<file path="config.mk">
export PLATFORM = sky130hd
export DESIGN_NAME = cordic_vec_sched
export DESIGN_NICKNAME = d
export VERILOG_FILES = /design/src/rtl/cordic_vec_sched.sv
export SDC_FILE = /design/constraint.sdc
export NUM_CORES = 1
export LEC_CHECK = 0
export ABC_AREA = 1
export BUFFER_PORTS_ARGS = -buffer_cell sky130_fd_sc_hd__buf_2
export CORE_MARGIN = 2
export CORE_UTILIZATION = 25
export CTS_CLUSTER_SIZE = 25
export DETAILED_ROUTE_END_ITERATION = 8
export SLEW_MARGIN = 20
export SYNTH_ARGS = -nofsm -noshare
export SYNTH_HDL_FRONTEND = slang
export SYNTH_SLANG_ARGS = --single-unit
</file>
<file path="constraint.sdc">
create_clock -name clk -period 5.8 [get_ports clk]
set_input_delay 0.87 -clock clk [delete_from_list [all_inputs] [get_ports clk]]
set_output_delay 0.87 -clock clk [all_outputs]
set_load 0.01 [all_outputs]
</file>
<file path="src/rtl/cordic_vec_sched.sv">
// Round-robin scheduler sharing one fixed-latency CORDIC vectoring engine.
// Define CORDIC_SCHED_CH0_PRIO_EN to give channel 0 strict priority.
module cordic_vec_sched #(
  parameter int NUM_CH = 4,
  parameter int DW     = 12,
  parameter int LAT    = 14
) (
  input  logic                    clk,
  input  logic                    rst,
  input  logic                    enable_i,
  input  logic [NUM_CH-1:0]       req_valid_i,
  input  logic [NUM_CH*DW-1:0]    req_x_i,
  input  logic [NUM_CH*DW-1:0]    req_y_i,
  output logic [NUM_CH-1:0]       req_ready_o,
  output logic                    cor_valid_o,
  output logic [DW-1:0]           cor_x_o,
  output logic [DW-1:0]           cor_y_o,
  input  logic                    cor_valid_i,
  input  logic [DW-1:0]           cor_z_i,
  output logic [NUM_CH-1:0]       rsp_valid_o,
  output logic [DW-1:0]           rsp_z_o,
  output logic [$clog2(NUM_CH)-1:0] rsp_ch_o,
  output logic                    busy_o,
  output logic                    tag_err_o
);

  localparam int CW = $clog2(NUM_CH);
  localparam int NW = $clog2(LAT + 2);
`ifdef CORDIC_SCHED_CH0_PRIO_EN
  localparam bit PRIO = 1'b1;
`else
  localparam bit PRIO = 1'b0;
`endif

  logic [CW-1:0] ptr;
  logic [CW-1:0] gnt_idx;
  logic [CW-1:0] idx;
  logic          found;
  logic          xfer;
  logic [CW-1:0] iss_ch;
  logic [DW-1:0] sel_x;
  logic [DW-1:0] sel_y;
  logic [LAT-1:0] tag_v;
  logic [CW-1:0]  tag_c [LAT];
  logic          tv;
  logic [CW-1:0] tc;
  logic [NW-1:0] cnt;

  // Channel 0 is skipped by the pointer search when it has priority.
  always_comb begin
    req_ready_o = '0;
    gnt_idx     = '0;
    found       = 1'b0;
    idx         = '0;
    if (enable_i) begin
      if (PRIO && req_valid_i[0]) begin
        req_ready_o[0] = 1'b1;
        found          = 1'b1;
      end
      for (int i = 0; i < NUM_CH; i++) begin
        idx = ptr + CW'(i);
        if (!found && !(PRIO && idx == '0) && req_valid_i[idx]) begin
          req_ready_o[idx] = 1'b1;
          gnt_idx          = idx;
          found            = 1'b1;
        end
      end
    end
  end

  assign xfer  = |(req_valid_i & req_ready_o);
  assign sel_x = req_x_i[int'(gnt_idx)*DW +: DW];
  assign sel_y = req_y_i[int'(gnt_idx)*DW +: DW];

  always_ff @(posedge clk or posedge rst) begin
    if (rst) begin
      ptr         <= '0;
      cor_valid_o <= 1'b0;
      cor_x_o     <= '0;
      cor_y_o     <= '0;
      iss_ch      <= '0;
    end else begin
      cor_valid_o <= xfer;
      if (xfer) begin
        cor_x_o <= sel_x;
        cor_y_o <= sel_y;
        iss_ch  <= gnt_idx;
        if (!(PRIO && gnt_idx == '0)) ptr <= gnt_idx + 1'b1;
      end
    end
  end

  // Tags enter from the registered issue so the tail lines up with cor_valid_i.
  always_ff @(posedge clk or posedge rst) begin
    if (rst) begin
      tag_v <= '0;
    end else begin
      tag_v[0] <= cor_valid_o;
      for (int i = 1; i < LAT; i++) tag_v[i] <= tag_v[i-1];
    end
  end

  always_ff @(posedge clk) begin
    tag_c[0] <= iss_ch;
    for (int i = 1; i < LAT; i++) tag_c[i] <= tag_c[i-1];
  end

  assign tv = tag_v[LAT-1];
  assign tc = tag_c[LAT-1];

  always_ff @(posedge clk or posedge rst) begin
    if (rst) begin
      rsp_valid_o <= '0;
      rsp_z_o     <= '0;
      rsp_ch_o    <= '0;
      tag_err_o   <= 1'b0;
    end else begin
      rsp_valid_o <= '0;
      tag_err_o   <= tv ^ cor_valid_i;
      if (tv && cor_valid_i) begin
        rsp_valid_o <= NUM_CH'(1) << tc;
        rsp_z_o     <= cor_z_i;
        rsp_ch_o    <= tc;
      end
    end
  end

  always_ff @(posedge clk or posedge rst) begin
    if (rst) begin
      cnt <= '0;
    end else if (xfer && !tv) begin
      cnt <= cnt + 1'b1;
    end else if (!xfer && tv) begin
      cnt <= cnt - 1'b1;
    end
  end

  assign busy_o = (cnt != '0);

endmodule

</file>
==> summary.txt, run 1 <==
Critical path
  – Startpoint Class: flip-flop
  – Worst Setup Path Type: reg2reg
  – CP bufs+invs: 4
  – Worst r2r path cells: 21
  – Internal reg-to-reg setup slack: 1.71 ns
  – FF-to-FF End: cnt[3]$_DFFE_PP0P_
  – Critical-path cell list: inv_2, ha_1, inv_1, nand2_1, nand2_1, nor2_4, nand4_1, nand3_1, nand3_1, nand2_2, inv_2, nand2_2, ha_1, inv_1, ha_1, a21o_1, a21oi_1, nand2_1, nand2_1, nor2_1, xor2_1
  – Most common cell on crit path: nand2_1
  – CP peak stage delay: ~0.58 ns
  – CP required: about 6.0 ns
  – CP max stage cell: dfrtp_1
  – CP max FO: 30
  – Worst r2r src: ptr[0]$_DFFE_PP0N_
  – Crit. End Element: flip-flop
  – Crit path arrival time: around 4.3 ns
  – Largest delay share family, worst path: simple AND/OR/NAND/NOR gates

Route
  – Detailed Route WL: between 10000 and 15000 µm
  – DRC: 0
  – Via count: 4236
  – Detail Route Antenna Nets: 0
  – Drt first pass iters: 6
  – Avg WL per Cell: about 12 µm
  – Vias per inst: 4.20
  – DRT iter0 DRCs: roughly 290

Final layout
  – Utilization after layout: around a third
  – Fill count: 1995
  – Area growth syn-to-layout: 26.2%
  – Most common cell after layout, fill and taps aside: nand2_1
  – Finished Cell Area: roughly 0.0060 mm²
  – Layout cells sized above 1: approximately 27%
  – Finished Layout Cells: between 1000 and 1500
  – ANT cells: 0
  – Most frequent cells in the layout: nand2_1 (195), buf_2 (164), inv_1 (114)
  – Nets: between 800 and 900

Floorplanning
  – Core ar.: around 0.019 mm²
  – IO Pins: between 150 and 200
  – DIE WIDTH: ~140 µm
  – Starting Density: about a quarter
  – Full die area: ~0.02 mm²
  – Row count: 50
  – Die H: approximately 140 µm

Run
  – Max-Cap Viols: 0

Clocking
  – Cts hold-fix bufs: 0
  – TritonCTS Buffers: 9
  – Clock tree from TritonCTS: yes
  – Post-CTS Resized: 0
  – Postcts setup bufs: 0
  – Clk sinks: 94
  – Root Driver: clkbuf_16
  – H-tree depth: 3
  – Clk Latency, worst-skew pair: 0.34 ns
  – Reg clk slew, reported paths: 0.06 ns
  – Bufs on Longest Clock Path: 2

Synth
  – Warnings from Yosys: 0
  – Synth Register Bits: 94
  – Seq/Total Area, Yosys: between 40% and 50%
  – Synth Flop Type: dfrtp_1
  – Post-Syn Nets: 749
  – Post-synth EDFFs: 0
  – Post-Syn Instances: just over 600
  – Netlist Area Pre-Place: ~0.0047 mm²
  – Distinct cells, synth: 30
  – Post-synthesis async set-or-reset flop share: 70.2%
  – Syn_area_per_cell: between 7 and 8 µm²

Place
  – Port buffer count: 164
  – Post-detail-place hpwl: 8490 µm
  – GPL Wtd Cong: 0.888
  – Area after DPL: about 0.0057 mm²
  – Cells after DPL: about 990

STA
  – Worst slew pin tran: approximately 0.94 ns
  – Final setup fails: 0
  – Worst Clk Skew: 0.00351 ns
  – RSZ-0062 raised after global routing: no
  – Sum of negative setup slack: 0 ns
  – Final min period: between 4 and 5 ns
  – Hold_ws: between 0.3 and 0.4 ns
  – Crit share post-route: between 70 and 80%
  – Max transition margin: between 30 and 40%
  – Final hold viol count: 0
  – Slew Limit Fails: 0
  – Fmax: 244 MHz

Global route
  – Tot GR Track Use: a little under an eighth
  – First-pass GRT wire length: approximately 19000 µm
  – Largest net degree at the start of global routing: between 60 and 70
  – Vias in the first global route: around 3700
  – GRT overflow: 0
  – Initial antenna violation count: 0

Hold path
  – Hold Crit Start: tag_c[0][2]$_DFF_P_
  – Hold path depth: 0
  – WHS Endpoint: tag_c[0][4]$_DFF_P_
  – HP Class: reg2reg

Pwr
  – Leak Pwr: around 3.5 nW
  – Worst vdd ir: between 200 and 300 µV
  – PD cells: between 500 and 600 mW/mm²

Status
  – Status: completed
-- cells in the mapped netlist (2+ instances only) --
cell | number | area [µm²]
buf_6 | 5 | 56.3
xor2_1 | 2 | 17.5
mux2_2 | 12 | 135
xnor2_1 | 2 | 17.5
buf_2 | 10 | 50.1
nand2_2 | 7 | 43.8
nand3_2 | 2 | 20.0
dfrtp_1 | 66 | 1650
nand4_1 | 5 | 31.3
a21oi_1 | 5 | 25.0
a21boi_0 | 4 | 30.0
ha_1 | 12 | 150
clkbuf_1 | 6 | 22.5
nand2_1 | 196 | 736
o21ai_0 | 3 | 15.0
nand3_1 | 113 | 566
nor2_1 | 6 | 22.5
inv_2 | 5 | 18.8
buf_1 | 2 | 7.51
dfxtp_1 | 28 | 561
buf_4 | 5 | 37.5
nor2_4 | 2 | 22.5
inv_1 | 115 | 432
-- state kept, by name, summed over array words and instances, names as in the netlist --
name	flops
cor_x_o	12
tag_c	28
cor_y_o	12
iss_ch	2
tag_err_o	1
rsp_z_o	12
cor_valid_o	1
ptr	2
rsp_valid_o	4
cnt	4
tag_v	14
rsp_ch_o	2
-- stage by stage --
step	total power [W]	setup WS, ns
CTS	0.00331	1.68
finish	0.00326	1.71
global route	0.00359	1.31
global placement	0.00271	1.81
detailed placement	0.00274	1.69
floorplan	0.00232	2.49
-- layer usage --
| metal | global-route usage [%] | part of all wire, % |
|---|---|---|
| met1 | 15.6 | 46 |
| met2 | 18.8 | 45 |
| met5 | 0 | 0 |
| met3 | 3.17 | 7.3 |
| met4 | 4.11 | 1.8 |
-- power by group --
group | leakage [nW] | switching (W) | total [W] | internal, W
Sequential | 1.06 | 0.000125 | 0.00104 | 0.000914
Combinational | 2.34 | 0.00109 | 0.00166 | 0.000573
Clock | 0.138 | 0.000254 | 0.000561 | 0.000308
Total | 3.54 | 0.00147 | 0.00326 | 0.00179
-- cell type report --
type / instances / area [µm²] / area share, %
sequential: 94 / 2210 / 37.0
multi-input combinational: 378 / 1900 / 31.8
clock buffer: 11 / 243 / 4.06
clock inverter: 5 / 41.3 / 0.691
tap: 234 / 293 / 4.90
inverter: 120 / 450 / 7.54
timing repair buffer: 166 / 836 / 14.0
-- how the worst max path moves through the flow --
stage | start | end | slack [ns] | cells after the start
final | ptr[0]$_DFFE_PP0N_ | cnt[3]$_DFFE_PP0P_ | 1.71 | 21
after global routing | ptr[0]$_DFFE_PP0N_ | cnt[3]$_DFFE_PP0P_ | 1.31 | 20
after CTS | ptr[0]$_DFFE_PP0N_ | cnt[3]$_DFFE_PP0P_ | 1.68 | 20
after detailed placement | ptr[0]$_DFFE_PP0N_ | cnt[3]$_DFFE_PP0P_ | 1.69 | 20
after global placement | req_valid_i[3] | cnt[3]$_DFFE_PP0P_ | 1.81 | 21
after floorplan | req_valid_i[3] | cnt[3]$_DFFE_PP0P_ | 2.49 | 22
-- cell families (layout without fill, tap and decap cells) --
family / after synthesis / count (layout) / synth area share [%]
AO/OA/AOI/OAI: 15 / 15 / 1.93
XOR/XNOR: 4 / 4 / 0.741
adder cells (fa/ha/maj): 13 / 13 / 3.60
buffers and inverters: 148 / 302 / 13.2
flip-flops: 94 / 94 / 46.8
multiplexers: 12 / 12 / 2.86
AND/OR/NAND/NOR: 334 / 334 / 30.9
(Power assumes the default switching activity.)
==> run 2, diff against run 1 <==
==> constraint.sdc (replaced) <==
create_clock -name clk -period 3.6 [get_ports clk]
set_input_delay 0.54 -clock clk [delete_from_list [all_inputs] [get_ports clk]]
set_output_delay 0.54 -clock clk [all_outputs]
set_load 0.01 [all_outputs]
==> run 2 against run 1 <==
Via count grew 0.83%. Maximum frequency grew 23%. Non-clock buffer count grew 11. First-iteration DRC count shrank 40%. Largest cell class unchanged. Highest routed layer unchanged. Wire length grew 1.6%. Combinational power grew 71%. Clock power grew 71%.
==> summary.txt, run 2 (same netlist as run 1, synthesis figures left out) <==
Status
  – Status: completed

Final layout
  – Most frequent cells in the layout: nand2_1 (195), buf_2 (164), inv_1 (114)
  – Fill count: around 2000
  – Nets: 909
  – Area of the multi-input gates: 0.00190 mm²
  – ANT cells: 0
  – Max reg flops: 28
  – Reg area: about 0.0022 mm²
  – Area growth syn-to-layout: 28.4%
  – Most common cell after layout, fill and taps aside: nand2_1
  – Top Registers: tag_c: 28 flops, tag_v: 14 flops
  – Layout cells sized above 1: about 29%
  – Top reg by flops: tag_c

Route
  – DRC: 0
  – Vias per inst: 4.19
  – Avg WL per Cell: 11.8 µm
  – Via count: approximately 4300
  – Drt first pass iters: 4
  – DRT iter0 DRCs: 171
  – Detailed Route WL: approximately 12000 µm
  – Detail Route Antenna Nets: 0

Pwr
  – Reg power frac: 30.3%
  – Worst vdd ir: 322 µV
  – Int Power: ~0.0030 W
  – Leak Pwr: roughly 3.6 nW
  – PD cells: around 900 mW/mm²
  – Clock network power share: between 10% and 20%
  – Switching share of power: about 44%
  – Combinational Power Share: a little over half
  – Switch Pwr: between 0.002 and 0.0025 W

Critical path
  – Internal reg-to-reg setup slack: about 0.28 ns
  – CP required: 3.83 ns
  – Startpoint Class: flip-flop
  – Crit. End Element: flip-flop
  – Crit path arrival time: 3.55 ns
  – Worst Setup Path Type: reg2reg
  – CP max FO: 11

STA
  – Fmax: 301 MHz
  – Worst Clk Skew: approximately 0.0047 ns
  – Hold_ws: about 0.32 ns
  – Slew Limit Fails: 0
  – Sum of negative setup slack: 0 ns
  – Final hold viol count: 0
  – Worst slew pin tran: slightly below 0.9 ns
  – RSZ-0062 raised after global routing: no
  – Max transition margin: a little over two fifths
  – Final setup fails: 0
  – Crit share post-route: ~90%
  – Final min period: 3.32 ns

Floorplanning
  – DIE WIDTH: 142 µm
  – IO Pins: approximately 170
  – Die H: 142 µm
  – Row count: 50
  – Full die area: roughly 0.02 mm²
  – Starting Density: approximately a quarter
  – Core ar.: ~0.019 mm²

Clocking
  – Bufs on Longest Clock Path: 2
  – Clock tree from TritonCTS: yes
  – H-tree depth: 3
  – Reg clk slew, reported paths: about 0.070 ns
  – Clk Latency, worst-skew pair: about 0.34 ns
  – TritonCTS Buffers: 9
  – Clk sinks: between 90 and 100
  – Root Driver: clkbuf_16
  – Cts hold-fix bufs: 0

Run
  – Max-Cap Viols: 0

Global route
  – Vias in the first global route: between 3000 and 4000
  – Tot GR Track Use: roughly an eighth
  – GRT overflow: 0
  – Initial antenna violation count: 0
  – Largest net degree at the start of global routing: 53
  – First-pass GRT wire length: ~18000 µm

Place
  – Port buffer count: roughly 160
  – GPL Wtd Cong: about 0.85
  – Post-detail-place hpwl: around 8600 µm

Hold path
  – HP Class: reg2reg
==> run 2: layout make-up <==
| cell class | count | area share, % |
|---|---|---|
| clock inverter | 6 | 1.07 |
| tap | 234 | 4.82 |
| multi-input combinational | 378 | 31.2 |
| inverter | 120 | 7.41 |
| sequential | 94 | 36.4 |
| clock buffer | 10 | 3.93 |
| timing repair buffer | 177 | 15.1 |
==> run 2: routing by layer <==
| metal | GRT usage, % | vias up | part of all wire, % |
|---|---|---|---|
| met3 | 3.64 | 14 | 7.3 |
| met5 | 0 | - | 0 |
| met1 | 16.5 | 1881 | 48 |
| met2 | 17.4 | 167 | 43 |
| li1 | - | 2209 | - |
| met4 | 3.95 | 0 | 1.5 |
==> run 2: what timing repair did <==
action                                  in CTS  in global routing
endpoints found under the setup margin       0                  1
hold endpoints to repair                     0                  0
setup buffers                                0                  2
gates resized for setup                      0                  1
==> run 2: power groups by stage <==
stage / sequential, W / combinational [W] / clock (W)
after floorplan: 0.00177 / 0.00198 / 0
after global placement: 0.00167 / 0.00283 / 0
after detailed placement: 0.00167 / 0.00284 / 0
after CTS: 0.00166 / 0.00284 / 0.00101
after global routing: 0.00170 / 0.00321 / 0.00105
final: 0.00165 / 0.00284 / 0.000960
==> run 2: worst paths after layout <==
path / startpoint / end / cells past startpoint
max: ptr[1]$_DFFE_PP0N_ / cnt[3]$_DFFE_PP0P_ / 21
min: tag_c[0][2]$_DFF_P_ / tag_c[0][4]$_DFF_P_ / 0
max reg2reg: ptr[1]$_DFFE_PP0N_ / cnt[3]$_DFFE_PP0P_ / 21
min reg2reg: tag_c[0][2]$_DFF_P_ / tag_c[0][4]$_DFF_P_ / 0
max in group asynchronous: rst / ptr[1]$_DFFE_PP0N_ / 3
min in group asynchronous: rst / tag_v[0]$_DFF_PP0_ / 2
==> run 2: metrics by stage <==
stage / utilization [%] / worst slack [ns] / total power [W] / instance area, µm² / std cells
finish: 32.6 / 0.282 / 0.00546 / 6080 / 1019
global route: 32.6 / 0.00279 / 0.00595 / 6080 / 1019
CTS: 32.5 / 0.195 / 0.00551 / 6060 / 1017
detailed placement: 30.9 / 0.214 / 0.00451 / 5760 / 1001
global placement: 30.9 / 0.307 / 0.00449 / 5760 / 1001
floorplan: - / 0.320 / 0.00374 / 4730 / 620
==> run 2: worst max-delay path, cell delays in order, from the launching register on <==
cell and delay (ns):
dfrtp_2 0.44, inv_1 0.16, ha_1 0.39, inv_1 0.09, nand2_1 0.07, nand2_1 0.08, nor2_4 0.24, nand3_1 0.12
nand3_1 0.13, nand3_1 0.09, nand2_2 0.11, inv_2 0.04, nand2_2 0.06, ha_1 0.17, inv_1 0.09, ha_1 0.27
a21o_1 0.17, a21oi_1 0.17, nand2_1 0.07, nand2_1 0.06, nor2_1 0.04, xor2_1 0.13
